===== config.mk =====
export PLATFORM = sky130hd
export DESIGN_NAME = spike_collector
export DESIGN_NICKNAME = d
export VERILOG_FILES = /design/src/rtl/spike_pkg.sv /design/src/rtl/spike_fifo.sv /design/src/rtl/spike_collector.sv
export SDC_FILE = /design/constraint.sdc
export NUM_CORES = 1
export LEC_CHECK = 0
export ABC_AREA = 1
export ABC_CLOCK_PERIOD_IN_PS = 2660
export CAP_MARGIN = 20
export CORE_MARGIN = 5
export CORE_UTILIZATION = 50
export DETAILED_ROUTE_END_ITERATION = 6
export PLACE_DENSITY = 0.86
export SYNTH_ARGS = -nofsm -noshare
export SYNTH_HDL_FRONTEND = slang
export SYNTH_SLANG_ARGS = --single-unit

===== constraint.sdc =====
create_clock -name neu_clk -period 2.66 [get_ports neu_clk]
set_clock_uncertainty 0.1 [all_clocks]
set_input_delay 0.665 -clock neu_clk [delete_from_list [all_inputs] [get_ports neu_clk]]
set_output_delay 0.665 -clock neu_clk [all_outputs]
set_load 0.01 [all_outputs]

===== src/rtl/spike_pkg.sv =====
`default_nettype none
// ============================================================================
//  Module      : spike_pkg
//  Description : Shared FSM state encoding and signature update function
//                for the spike collector.
//  Revision    : 1.0 - initial release
// ============================================================================
package spike_pkg;

    typedef enum logic [1:0] {
        ST_IDLE  = 2'd0,
        ST_RUN   = 2'd1,
        ST_FLUSH = 2'd2,
        ST_DONE  = 2'd3
    } state_t;

    localparam int c_SIG_W = 32;

    // Rotate-left-by-one then XOR in the (already folded) packet word.
    function automatic logic [c_SIG_W-1:0] sig_step(
        input logic [c_SIG_W-1:0] sig,
        input logic [c_SIG_W-1:0] word
    );
        return {sig[c_SIG_W-2:0], sig[c_SIG_W-1]} ^ word;
    endfunction

endpackage
`default_nettype wire


===== src/rtl/spike_fifo.sv =====
`default_nettype none
// ============================================================================
//  Module      : spike_fifo
//  Description : Synchronous FIFO with registered storage and a registered
//                occupancy count; read data is the head entry.
//  Revision    : 1.0 - initial release
// ============================================================================
module spike_fifo #(
    parameter int PKT_WIDTH  = 32,
    parameter int FIFO_DEPTH = 4,
    parameter int FIFO_AW    = 2
) (
    input  logic                 neu_clk,
    input  logic                 rst_n,
    input  logic                 push,
    input  logic                 pop,
    input  logic [PKT_WIDTH-1:0] din,
    output logic [PKT_WIDTH-1:0] dout,
    output logic                 full,
    output logic                 empty,
    output logic [FIFO_AW:0]     count
);

    localparam logic [FIFO_AW:0] c_FULL_CNT = (FIFO_AW+1)'(FIFO_DEPTH);

    logic [PKT_WIDTH-1:0] r_mem [FIFO_DEPTH];
    logic [FIFO_AW-1:0]   r_wr_ptr;
    logic [FIFO_AW-1:0]   r_rd_ptr;
    logic [FIFO_AW:0]     r_count;
    logic                 w_push;
    logic                 w_pop;

    assign full   = (r_count == c_FULL_CNT);
    assign empty  = (r_count == '0);
    assign count  = r_count;
    assign dout   = r_mem[r_rd_ptr];
    assign w_push = push && !full;
    assign w_pop  = pop && !empty;

    always_ff @(posedge neu_clk) begin
        if (w_push) begin
            r_mem[r_wr_ptr] <= din;
        end
    end

    // Pointers are FIFO_AW bits wide, so they wrap modulo FIFO_DEPTH naturally.
    always_ff @(posedge neu_clk or negedge rst_n) begin
        if (!rst_n) begin
            r_wr_ptr <= '0;
            r_rd_ptr <= '0;
            r_count  <= '0;
        end else begin
            if (w_push) r_wr_ptr <= r_wr_ptr + 1'b1;
            if (w_pop)  r_rd_ptr <= r_rd_ptr + 1'b1;
            case ({w_push, w_pop})
                2'b10:   r_count <= r_count + 1'b1;
                2'b01:   r_count <= r_count - 1'b1;
                default: r_count <= r_count;
            endcase
        end
    end

endmodule
`default_nettype wire


===== src/rtl/spike_collector.sv =====
`default_nettype none
// ============================================================================
//  Module      : spike_collector
//  Description : Buffers router spike packets, counts pops per time step,
//                folds packets into a signature and flags end of run.
//  Revision    : 1.0 - initial release
// ============================================================================
module spike_collector
    import spike_pkg::*;
#(
    parameter int PKT_WIDTH    = 32,
    parameter int FIFO_DEPTH   = 4,
    parameter int FIFO_AW      = 2,
    parameter int STEP_NUMBER  = 32,
    parameter int CLK_PER_STEP = 64,
    parameter int CNT_WIDTH    = 8
) (
    input  logic                 neu_clk,
    input  logic                 rst_n,
    input  logic                 start,
    input  logic [PKT_WIDTH-1:0] packet_in,
    input  logic                 write_enable,
    output logic                 receive_full,
    output logic [7:0]           step_index,
    output logic [CNT_WIDTH-1:0] spike_count,
    output logic [31:0]          signature,
    output logic                 done,
    output logic                 overflow,
    output logic                 step_err
);

    localparam int                   c_CYC_W     = $clog2(CLK_PER_STEP + 1);
    localparam int                   c_NCHUNK    = (PKT_WIDTH + 31) / 32;
    localparam logic [c_CYC_W-1:0]   c_CYC_LIMIT = c_CYC_W'(CLK_PER_STEP);
    localparam logic [CNT_WIDTH-1:0] c_CNT_MAX   = '1;
    localparam logic [7:0]           c_LAST_STEP = 8'(STEP_NUMBER - 1);
    localparam logic [FIFO_AW:0]     c_FULL_CNT  = (FIFO_AW+1)'(FIFO_DEPTH);

    state_t               r_state;
    logic [CNT_WIDTH-1:0] r_running;
    logic [c_CYC_W-1:0]   r_cyc;
    logic [7:0]           r_step_index;
    logic [CNT_WIDTH-1:0] r_spike_count;
    logic [31:0]          r_signature;
    logic                 r_done;
    logic                 r_overflow;
    logic                 r_step_err;

    logic                     w_active;
    logic                     w_push;
    logic                     w_pop;
    logic                     w_full;
    logic                     w_empty;
    logic [FIFO_AW:0]         w_count;
    logic [PKT_WIDTH-1:0]     w_dout;
    logic [c_NCHUNK*32-1:0]   w_pad;
    logic [31:0]              w_word;
    logic [CNT_WIDTH-1:0]     w_run_next;

    assign w_active     = (r_state == ST_RUN) || (r_state == ST_FLUSH);
    assign receive_full = w_active && (w_count == c_FULL_CNT);
    assign w_push       = w_active && write_enable && !w_full;
    assign w_pop        = w_active && !w_empty;

    spike_fifo #(
        .PKT_WIDTH  (PKT_WIDTH),
        .FIFO_DEPTH (FIFO_DEPTH),
        .FIFO_AW    (FIFO_AW)
    ) u_fifo (
        .neu_clk (neu_clk),
        .rst_n   (rst_n),
        .push    (w_push),
        .pop     (w_pop),
        .din     (packet_in),
        .dout    (w_dout),
        .full    (w_full),
        .empty   (w_empty),
        .count   (w_count)
    );

    // Zero-extend to a multiple of 32 bits, then XOR-fold down to one word.
    always_comb begin
        w_pad                 = '0;
        w_pad[PKT_WIDTH-1:0]  = w_dout;
        w_word                = '0;
        for (int i = 0; i < c_NCHUNK; i++) begin
            w_word = w_word ^ w_pad[i*32 +: 32];
        end
    end

    assign w_run_next = (w_pop && (r_running != c_CNT_MAX)) ? r_running + 1'b1 : r_running;

    always_ff @(posedge neu_clk or negedge rst_n) begin
        if (!rst_n) begin
            r_state       <= ST_IDLE;
            r_running     <= '0;
            r_cyc         <= '0;
            r_step_index  <= '0;
            r_spike_count <= '0;
            r_signature   <= '0;
            r_done        <= 1'b0;
            r_overflow    <= 1'b0;
            r_step_err    <= 1'b0;
        end else begin
            if (w_pop) r_signature <= sig_step(r_signature, w_word);
            if (write_enable && receive_full) r_overflow <= 1'b1;

            case (r_state)
                ST_IDLE: begin
                    if (start) begin
                        r_state      <= ST_RUN;
                        r_step_index <= '0;
                        r_running    <= '0;
                        r_cyc        <= '0;
                    end
                end
                ST_RUN: begin
                    if (start) begin
                        r_spike_count <= w_run_next;
                        r_running     <= '0;
                        r_cyc         <= '0;
                        if (r_step_index == c_LAST_STEP) r_state <= ST_FLUSH;
                        else                             r_step_index <= r_step_index + 8'd1;
                    end else begin
                        r_running <= w_run_next;
                        if (r_cyc != c_CYC_LIMIT) r_cyc <= r_cyc + 1'b1;
                        // Flag on the same edge cyc reaches the limit.
                        if (r_cyc == c_CYC_LIMIT - 1'b1) r_step_err <= 1'b1;
                    end
                end
                ST_FLUSH: begin
                    r_running <= w_run_next;
                    if (w_empty) begin
                        r_state       <= ST_DONE;
                        r_spike_count <= r_running;
                        r_done        <= 1'b1;
                    end
                end
                ST_DONE: begin
                    r_state <= ST_DONE;
                end
                default: r_state <= ST_IDLE;
            endcase
        end
    end

    assign step_index  = r_step_index;
    assign spike_count = r_spike_count;
    assign signature   = r_signature;
    assign done        = r_done;
    assign overflow    = r_overflow;
    assign step_err    = r_step_err;

endmodule
`default_nettype wire


* Word level (Yosys, flattened, before mapping) *
Memory sizes are Yosys's and may differ from the RTL's.
Index checks and enable logic that the tools add are counted.

storage, ports and cells
  register bits = 75
  bits in writable memories = 128
  input bits = 36
  output and inout bits = 52
  logic and storage cells = 84
  memories kept = 1

operators by class
  add/subtract/negate cells = 7
  eq/ne operators = 16
  multiplexer cells = 22
  bitwise gates (word level) = 2
  reduce and logical (&&, ||, !) cells = 24

memory list
  memory        words  bits a word  rd ports  clocked after memory_dff  write ports  RTL line          text
  u_fifo.r_mem  4      32           1         0                         1            spike_fifo.sv:26  logic [PKT_WIDTH-1:0] r_mem [FIFO_DEPTH];

operator list
  cell                                                    number
  2-to-1 mux 8 bit                                        7
  one-hot mux 8 bit (2 select lines)                      2
  bitwise XOR 32 bit                                      1
  one-hot mux 8 bit (3 select lines)                      1
  2-to-1 mux 7 bit                                        3
  adder 8 x 1 -> 8 bit (second input constant)            2
  one-hot mux 7 bit (2 select lines)                      1
  AND reduction 3 bit                                     3
  equality test 8 x 5 -> 1 bit (second input constant)    1
  logical AND 1 bit                                       8
  2-to-1 mux 2 bit                                        4
  inequality test 8 bit (second input constant)           1
  one-hot mux 2 bit (4 select lines)                      1
  AND reduction 4 bit                                     2
  adder 7 x 1 -> 7 bit (second input constant)            1
  equality test 7 x 6 -> 1 bit (second input constant)    1
  inequality test 7 bit (second input constant)           1
  equality test 2 bit (second input constant)             3
  inequality test 2 bit (second input constant)           3
  one-hot mux 3 bit (2 select lines)                      1
  nonzero test 2 bit                                      3
  adder 2 x 1 -> 2 bit (second input constant)            2
  equality test 2 x 1 -> 1 bit (second input constant)    2
  inequality test 2 x 1 -> 1 bit (second input constant)  2
  12 further kinds                                        15

* Depth between registers and ports, before layout *
Gate-level depths: netlist of the first run.

  depth after elaboration = 7
  gate-level depth with buffers = 10
  gate-level depth less buffers = 10

* By module *
Synthesis of the first run repeated with hierarchy kept, for this count alone.

second synthesis, totals
  cells, all modules = 865
  area, all modules = 9165.0 um^2

modules (own cells, without submodules)
  module           times used  cells each  area an instance (um^2)  seq. area each (um^2)
  spike_fifo       1           435         5572.8                   4018.9
  spike_collector  1           430         3592.2                   1701.6

* Least setup slack after synthesis of the first run *
No wires, ideal clock.

  kind = register to register
  start point = reg r_state[0]
  end point = mem u_fifo.r_mem[0][0], enable pin
  library setup time = 421 ps
  arrival = 2345 ps
  required time = 2139 ps
  path slack = -206 ps
  cell stages (with the launch flop) = 5
  buffers on the path = 0
  clock period less this slack = 2866 ps
  path through = dfrtp_1 inv_1 ha_1 nand3_2 nor2_1

on the way
  cells in the longest elaborated chain, start to end = 7
  elaborated cells between the ends (all ways) = 8
  classes of those cells = 2 x eq/ne; 2 x mux; 4 x reduce/logical

RTL lines
  what                                                                        RTL line                text
  start, declared                                                             spike_collector.sv:39   state_t r_state;
  start signal, assigned                                                      spike_collector.sv:95   r_state <= ST_IDLE;
  start signal, assigned                                                      spike_collector.sv:111  r_state <= ST_RUN;
  start signal, assigned                                                      spike_collector.sv:122  if (r_step_index == c_LAST_STEP) r_state <= ST_FLUSH;
  equality test 2 x 1 -> 1 bit / equality test 2 bit (equally long branches)  spike_collector.sv:60   assign w_active = (r_state == ST_RUN) || (r_state == ST_FLUSH);
  logical OR 1 bit *                                                          spike_collector.sv:60
  logical AND 1 bit * (2 in a row)                                            spike_collector.sv:62   assign w_push = w_active && write_enable && !w_full;
  logical AND 1 bit *                                                         spike_fifo.sv:37        assign w_push = push && !full;
  2-to-1 mux 1 bit *                                                          spike_fifo.sv:41        if (w_push) begin
  2-to-1 mux 1 bit (not written as such) *                                    spike_fifo.sv:42        r_mem[r_wr_ptr] <= din;
  end, declared                                                               spike_fifo.sv:26

Every way passes the cells marked *; elsewhere a longest branch is shown, timed or not.

* Worst setup path in the final report of the first run *
  start point = reg r_state[0]
  end point = out receive_full

on the way
  cells in the longest elaborated chain, start to end = 3
  elaborated cells between the ends (all ways) = 4
  classes of those cells = 2 x eq/ne; 2 x reduce/logical

RTL lines
  what                                                                        RTL line               text
  equality test 2 x 1 -> 1 bit / equality test 2 bit (equally long branches)  spike_collector.sv:60
  logical OR 1 bit *                                                          spike_collector.sv:60
  logical AND 1 bit *                                                         spike_collector.sv:61  assign receive_full = w_active && (w_count == c_FULL_CNT);
  end, declared                                                               spike_collector.sv:23  output logic receive_full,

Marked as above.

==> results of run 1 <==
-- metal layers --
layer / wire length, um / vias up
li1: - / 3067
met1: 8140 / 3070
met2: 9700 / 188
met4: 430 / 0
met5: 0 / -
met3: 1130 / 42
-- final cells by class --
| class | instances | share of cell area [%] |
|---|---|---|
| Sequential cell | 203 | 52.5 |
| Clock inverter | 10 | 0.918 |
| Multi-Input combinational cell | 569 | 26.6 |
| Clock buffer | 30 | 5.42 |
| Inverter | 49 | 1.69 |
| Tap cell | 229 | 2.63 |
| Timing Repair Buffer | 114 | 10.3 |
-- final timing paths --
path | from | end | slack [ps] | cells after the start
worst min-delay path | overflow$_DFFE_PN0P_ | overflow$_DFFE_PN0P_ | 360 | 1
worst min register to register | overflow$_DFFE_PN0P_ | overflow$_DFFE_PN0P_ | 360 | 1
worst max-delay path | r_state[0]$_DFFE_PN0P_ | receive_full | 170 | 5
worst max register to register | r_state[0]$_DFFE_PN0P_ | u_fifo.count[2]$_DFFE_PN0P_ | 280 | 10
max in group asynchronous | rst_n | step_index[2]$_DFFE_PN0P_ | 1360 | 3
min in group asynchronous | rst_n | signature[15]$_DFFE_PN0P_ | 500 | 2
-- flip-flops by register name (all words and copies together) (netlist names) --
name / cells
done: 1
overflow: 1
r_cyc: 7
r_running: 8
r_state: 2
signature: 32
spike_count: 8
step_err: 1
step_index: 8
u_fifo.count: 3
u_fifo.r_mem: 128
u_fifo.r_rd_ptr: 2
u_fifo.r_wr_ptr: 2
-- power by group --
| part | internal, mW | switching (mW) |
|---|---|---|
| Combinational | 2.28 | 3.56 |
| Clock | 1.67 | 1.22 |
| Sequential | 4.24 | 0.541 |
| Total | 8.19 | 5.33 |
-- what timing repair did --
item	4_1_cts	5_1_grt
hold buffers	1	0
buffers inserted	0	1
endpoints found under the hold margin	22	0
resized for setup	2	3
setup endpoints to repair	1	1
-- cell families (layout without fill, tap and decap cells) --
group,count (synthesis),count (layout),share of synthesized area [%]
AND/OR/NAND/NOR,433,433,20.8
flip-flops,203,203,63.8
buffers and inverters,84,203,4.39
AO/OA/AOI/OAI,80,80,4.85
XOR/XNOR,41,41,4.00
adder cells (fa/ha/maj),15,15,2.18
-- cells in the final DEF, fill, tap and decap left out, types with 2 or more instances in the layout --
cell             Yosys  layout
nand3_1             90      90
a21oi_1             12      12
clkdlybuf4s50_1      0      85
nor2_1              22      17
nor2_2               1       2
inv_1               47      47
o21ai_1             32      32
ha_1                14      13
nor3_1               2       2
buf_12               0       4
xnor2_1              2       2
nand2_4              3       3
a21o_1               2       2
nand4_1              7       7
edfxtp_1           128     128
nand2_2              5       5
nand3_2              2       2
nor2_4               3       7
o21bai_1             2       2
o21ai_0             23      23
clkbuf_16            0      22
nand2_1            294     294
xor2_1              39      39
dfrtp_1             75      74
inv_2                2       2
clkinv_1             0       3
clkbuf_1             7       7
buf_4               10      23
o22ai_1              5       5
clkinv_2             0       4
-- synth_stat cells --
master,n,area share [%]
a21o_1,2,0.17
a21oi_1,12,0.67
a21oi_4,1,0.18
a31oi_1,1,0.070
buf_2,15,0.84
buf_4,10,0.84
buf_6,3,0.38
clkbuf_1,7,0.29
dfrtp_1,75,21
edfxtp_1,128,43
fa_1,1,0.22
ha_1,14,2.0
inv_1,47,2.0
inv_2,2,0.084
nand2_1,294,12
nand2_2,5,0.35
nand2_4,3,0.38
nand3_1,90,5.0
nand3_2,2,0.22
nand3_4,1,0.20
nand3b_1,1,0.084
nand4_1,7,0.49
nor2_1,22,0.92
nor2_2,1,0.070
nor2_4,3,0.38
nor2_8,1,0.22
nor3_1,2,0.11
o21ai_0,23,1.3
o21ai_1,32,1.8
o21bai_1,2,0.17
o22ai_1,5,0.35
o31ai_1,1,0.084
o41ai_1,1,0.098
or2_2,1,0.070
xnor2_1,2,0.20
xor2_1,39,3.8
-- per-stage QoR --
step / instance area [sq um] / setup slack, ps / power, mW / setup TNS (ps) / instances
after global routing: 10900 / 90.0 / 14.5 / 0 / 1204
after CTS: 10900 / 15.6 / 13.6 / 0 / 1203
after floorplan: 8970 / -206 / 8.70 / -26370 / 856
final: 10900 / 173 / 13.5 / 0 / 1204
after detailed placement: 10200 / 96.5 / 10.6 / 0 / 1162
after global placement: 10200 / 229 / 10.3 / 0 / 1162
==> impl_metrics.json, run 1 <==
{
  "areaGrowthSynthToFinish_pct": 21.5,
  "powerDensity_mw_per_mm2": 1240,
  "ys_warn_count": 0,
  "finalHoldViolations": 0,
  "ys_ff_latch": 203,
  "crit_top_cell": "inv_1",
  "cts.clk_slew.worst_paths_ps": 60,
  "syn_area_per_cell_sq_um": 10.5,
  "crit_path_max_incr_delay_ps": 400,
  "path_max_fanout": 4,
  "ios": 88,
  "ir_drop_mv": 0.951,
  "fp.dieW_um": 144,
  "met1_usage_pct": 24.5,
  "required_ps": 1890,
  "hold-worst-slack_ps": 359,
  "initial_core_util_pct": 50.3,
  "htreeDepth": 1,
  "drt_first_pass_iters": 5,
  "end_kind": "output port",
  "drtIter0Drc": 479,
  "register_area_sq_mm": 0.00572,
  "rsz0062_at_grt": "false",
  "syn_area_sq_mm": 0.00897,
  "yosysUniqueCellTypes": 36,
  "nNetsFinal": 1010,
  "met2_usage_pct": 33.0,
  "crit_buf_inv": 3,
  "synth_nets": 907,
  "antenna_found_initial": 0,
  "relSlewSlack_pct": 54.4,
  "worstMarginPinSlew_ps": 684,
  "worstSkewPairLatency_ps": 520,
  "start_kind": "flip-flop",
  "drc": 0,
  "vias": 6367,
  "period_minus_slack_ps": 2490,
  "wl_per_cell_um": 16.1,
  "drt-vias-per-instance": 5.29,
  "drive_gt1_share_pct": 8.72,
  "clockBufferDepth": 3,
  "min_period_over_period_pct": 93.5,
  "status": "finished clean",
  "gp_congestion": 0.840,
  "clockRootBuffer": "clkbuf_16",
  "die_area_sq_mm": 0.0207,
  "antenna_left": 0,
  "finalMaxSlewViolations": 0,
  "arrival_ps": 1720,
  "wirelength_um": 19400,
  "port_buffers": 87,
  "clock-sinks": 203,
  "cap_violations": 0,
  "syn_inst": 856,
  "multi_input_area_sq_mm": 0.00290,
  "crit_chain": "inv_1, ha_4, inv_1, nor2_2, clkbuf_2",
  "critPathTopFamily": "flip-flops",
  "hold_class": "flip-flop to flip-flop",
  "worstSetupPathType": "flip-flop to output port",
  "power_leakage_nw": 4.52,
  "cts_tree": "done",
  "die_h_um": 144,
  "globalRouteMet3Util_pct": 2.96,
  "worst_path_max_delay_cell": "dfrtp_1",
  "finalSetupViolations": 0,
  "core_sq_mm": 0.0178,
  "n_fill_cell": 1366,
  "hpwl_um": 12600,
  "fmax_mhz": 402,
  "final_core_util_pct": 61.1,
  "grt_max_degree": 66,
  "grtUsageTotal_pct": 18.8,
  "yosysSeqAreaShare_pct": 63.8,
  "grt_overflow_total": 0,
  "n_antenna_cell": 0,
  "numCtsBuffers": 22,
  "rows": 49,
  "grt_pass1_vias": 6293,
  "grt_pass1_wl_um": 31100,
  "busiest_layer": "met2"
}
Power figures use the tool's default switching activity.
==> run 2, diff against run 1 <==
--- a/config.mk
+++ b/config.mk
@@ -10,8 +10,10 @@
 export CAP_MARGIN = 20
 export CORE_MARGIN = 5
 export CORE_UTILIZATION = 50
+export CTS_CLUSTER_DIAMETER = 100
 export DETAILED_ROUTE_END_ITERATION = 6
 export PLACE_DENSITY = 0.86
+export SLEW_MARGIN = 20
 export SYNTH_ARGS = -nofsm -noshare
 export SYNTH_HDL_FRONTEND = slang
 export SYNTH_SLANG_ARGS = --single-unit
==> results of run 2 <==
The final DEF is identical to that of run 1; final timing and power are the same.
==> run 3, diff against run 2 <==
--- a/config.mk
+++ b/config.mk
@@ -6,13 +6,13 @@
 export NUM_CORES = 1
 export LEC_CHECK = 0
 export ABC_AREA = 1
-export ABC_CLOCK_PERIOD_IN_PS = 2660
 export CAP_MARGIN = 20
 export CORE_MARGIN = 5
 export CORE_UTILIZATION = 50
 export CTS_CLUSTER_DIAMETER = 100
 export DETAILED_ROUTE_END_ITERATION = 6
 export PLACE_DENSITY = 0.86
+export REMOVE_ABC_BUFFERS = 1
 export SLEW_MARGIN = 20
 export SYNTH_ARGS = -nofsm -noshare
 export SYNTH_HDL_FRONTEND = slang
==> run 3 against run 2 <==
Via count hardly changed; clock power up 9.3%; flip-flop and latch count stayed put; critical path type unchanged; highest routed layer unchanged.
==> impl_metrics.json, run 3 (synthesis gave the netlist of run 1 again) <==
{
  "hold_class": "flip-flop to flip-flop",
  "finalHoldViolations": 0,
  "ir_drop_mv": 0.648,
  "cts_tree": "done",
  "clockBufferDepth": 3,
  "worstSetupPathType": "flip-flop to output port",
  "p_int_mw": 8.48,
  "crit_top_cell": "inv_1",
  "largest_reg_flops": 128,
  "fmax_mhz": 402,
  "crit_path_max_incr_delay_ps": 390,
  "rsz0062_at_grt": "false",
  "cts.clk_slew.worst_paths_ps": 60,
  "powerDensity_mw_per_mm2": 1260,
  "grt_pass1_wl_um": 31300,
  "clkPwrFrac_pct": 22.9,
  "r2r_cells": 10,
  "reg2reg_from": "r_state[0]$_DFFE_PN0P_",
  "layout_commonest_cell": "nand2_1",
  "drive_gt1_share_pct": 8.30,
  "dpl_cell_area_sq_mm": 0.0102,
  "grtUsageTotal_pct": 19.1,
  "finalSetupViolations": 0,
  "worst_slack_ps": 172,
  "htreeDepth": 1,
  "wirelength_um": 19200,
  "required_ps": 1890,
  "vias": 6365,
  "clockRootBuffer": "clkbuf_16",
  "hpwl_um": 12000,
  "antenna_found_initial": 0,
  "crit_chain": "inv_1, ha_4, inv_1, nor2_2, clkbuf_2",
  "switching_share_pct": 38.5,
  "grt_pass1_vias": 6404,
  "gp_congestion": 0.839,
  "drt_first_pass_iters": 7,
  "worst_path_max_delay_cell": "dfrtp_1",
  "ff2ff_setup_slack_ps": 400,
  "path_max_fanout": 4,
  "status": "finished clean",
  "die_area_sq_mm": 0.0207,
  "clock-sinks": 203,
  "end_kind": "output port",
  "fp.dieW_um": 144,
  "critPathTopFamily": "flip-flops",
  "arrival_ps": 1720,
  "worstMarginPinSlew_ps": 654,
  "drc": 0,
  "nNetsFinal": 1000,
  "holdPathEnd": "step_err$_DFFE_PN0P_",
  "largest_register": "u_fifo.r_mem",
  "n_antenna_cell": 0,
  "drtIter0Drc": 437,
  "drt-vias-per-instance": 5.34,
  "core_sq_mm": 0.0178,
  "grt_max_degree": 66,
  "fin_area_sq_mm": 0.0109,
  "die_h_um": 144,
  "ios": 88,
  "antenna_left": 0,
  "crit_buf_inv": 3,
  "power_leakage_nw": 4.52,
  "p_sw_mw": 5.32,
  "hold-worst-slack_ps": 374,
  "hold_path_depth": 2,
  "numCtsBuffers": 21,
  "rows": 49,
  "port_buffers": 87,
  "initial_core_util_pct": 50.3,
  "areaGrowthSynthToFinish_pct": 21.9,
  "grt_overflow_total": 0,
  "dpl_worst_slack_ps": 180,
  "start_kind": "flip-flop",
  "cap_violations": 0,
  "period_minus_slack_ps": 2490,
  "post-cts-setup-buffers": 0,
  "p_seq_share_pct": 34.6,
  "hold_start": "step_err$_DFFE_PN0P_",
  "worstSkewPairLatency_ps": 500,
  "min_period_over_period_pct": 93.5,
  "wl_per_cell_um": 16.1,
  "pwr-share-comb_pct": 42.5,
  "relSlewSlack_pct": 56.4,
  "layout_common_cells": "nand2_1, edfxtp_1, nand3_1",
  "r2r_end": "u_fifo.count[2]$_DFFE_PN0P_",
  "finalMaxSlewViolations": 0
}
run 3: cell types whose count changed in the layout (fill, tap and decap cells not counted):
cell / before / now
clkinv_2: 4 / 5
clkinv_1: 3 / 1
buf_12: 4 / 7
bufinv_16: 1 / 5
clkinv_4: 1 / 0
clkbuf_16: 22 / 21
buf_4: 23 / 11
clkinv_16: 1 / 0
clkbuf_1: 7 / 3
inv_8: 0 / 1
inv_6: 0 / 1
run 3: tightest hold or removal path: stages, from the launching register on:
cell and delay [ps]:
dfrtp_1 340, inv_1 40, o41ai_1 50
run 3: worst max path at each step:
stage                      startpoint                           end  slack [ps]  cells past startpoint
2_1_floorplan  r_state[0]$_DFFE_PN0P_  u_fifo.r_mem[0][0]$_DFFE_PP_        -210                      4
3_3_place_gp             write_enable   u_fifo.count[2]$_DFFE_PN0P_         200                      8
3_5_place_dp   r_state[0]$_DFFE_PN0P_                  receive_full         180                      5
4_1_cts        r_state[0]$_DFFE_PN0P_                  receive_full           4                      5
5_1_grt        r_state[0]$_DFFE_PN0P_                  receive_full         100                      5
6_report       r_state[0]$_DFFE_PN0P_                  receive_full         170                      5
run 3: final cells by class:
type,count,area [sq um]
Sequential cell,203,5720
Multi-Input combinational cell,569,2900
Clock buffer,25,551
Clock inverter,13,199
Tap cell,229,287
Fill cell,1311,6910
Timing Repair Buffer,105,1090
Inverter,49,184
run 3: per-stage QoR:
stage | utilization, % | instances | setup TNS (ps) | power (mW)
2_1_floorplan | - | 821 | -27710 | 8.38
6_report | 61.3 | 1193 | 0 | 13.8
4_1_cts | 61.3 | 1193 | 0 | 13.9
3_5_place_dp | 57.0 | 1154 | 0 | 10.6
5_1_grt | 61.3 | 1193 | 0 | 14.8
3_3_place_gp | 57.0 | 1154 | 0 | 10.4
run 3: power groups by stage:
stage | Clock (mW) | Sequential (mW) | Combinational (mW)
5_1_grt | 3.36 | 4.85 | 6.57
6_report | 3.16 | 4.77 | 5.87
3_3_place_gp | 0 | 4.78 | 5.58
4_1_cts | 3.21 | 4.77 | 5.93
3_5_place_dp | 0 | 4.82 | 5.81
2_1_floorplan | 0 | 5.00 | 3.38
run 3: what timing repair did:
item,4_1_cts,5_1_grt
endpoints found under the setup margin,1,1
endpoints found under the hold margin,2,0
hold buffers,1,0
gates resized for setup,2,3
run 3: layer usage:
metal | track usage, % | up-vias | part of all wire [%]
met5 | 0 | - | 0
met4 | 7.38 | 0 | 3.3
met2 | 34.3 | 208 | 52
met1 | 23.1 | 3065 | 39
li1 | - | 3040 | -
met3 | 2.80 | 52 | 5.9
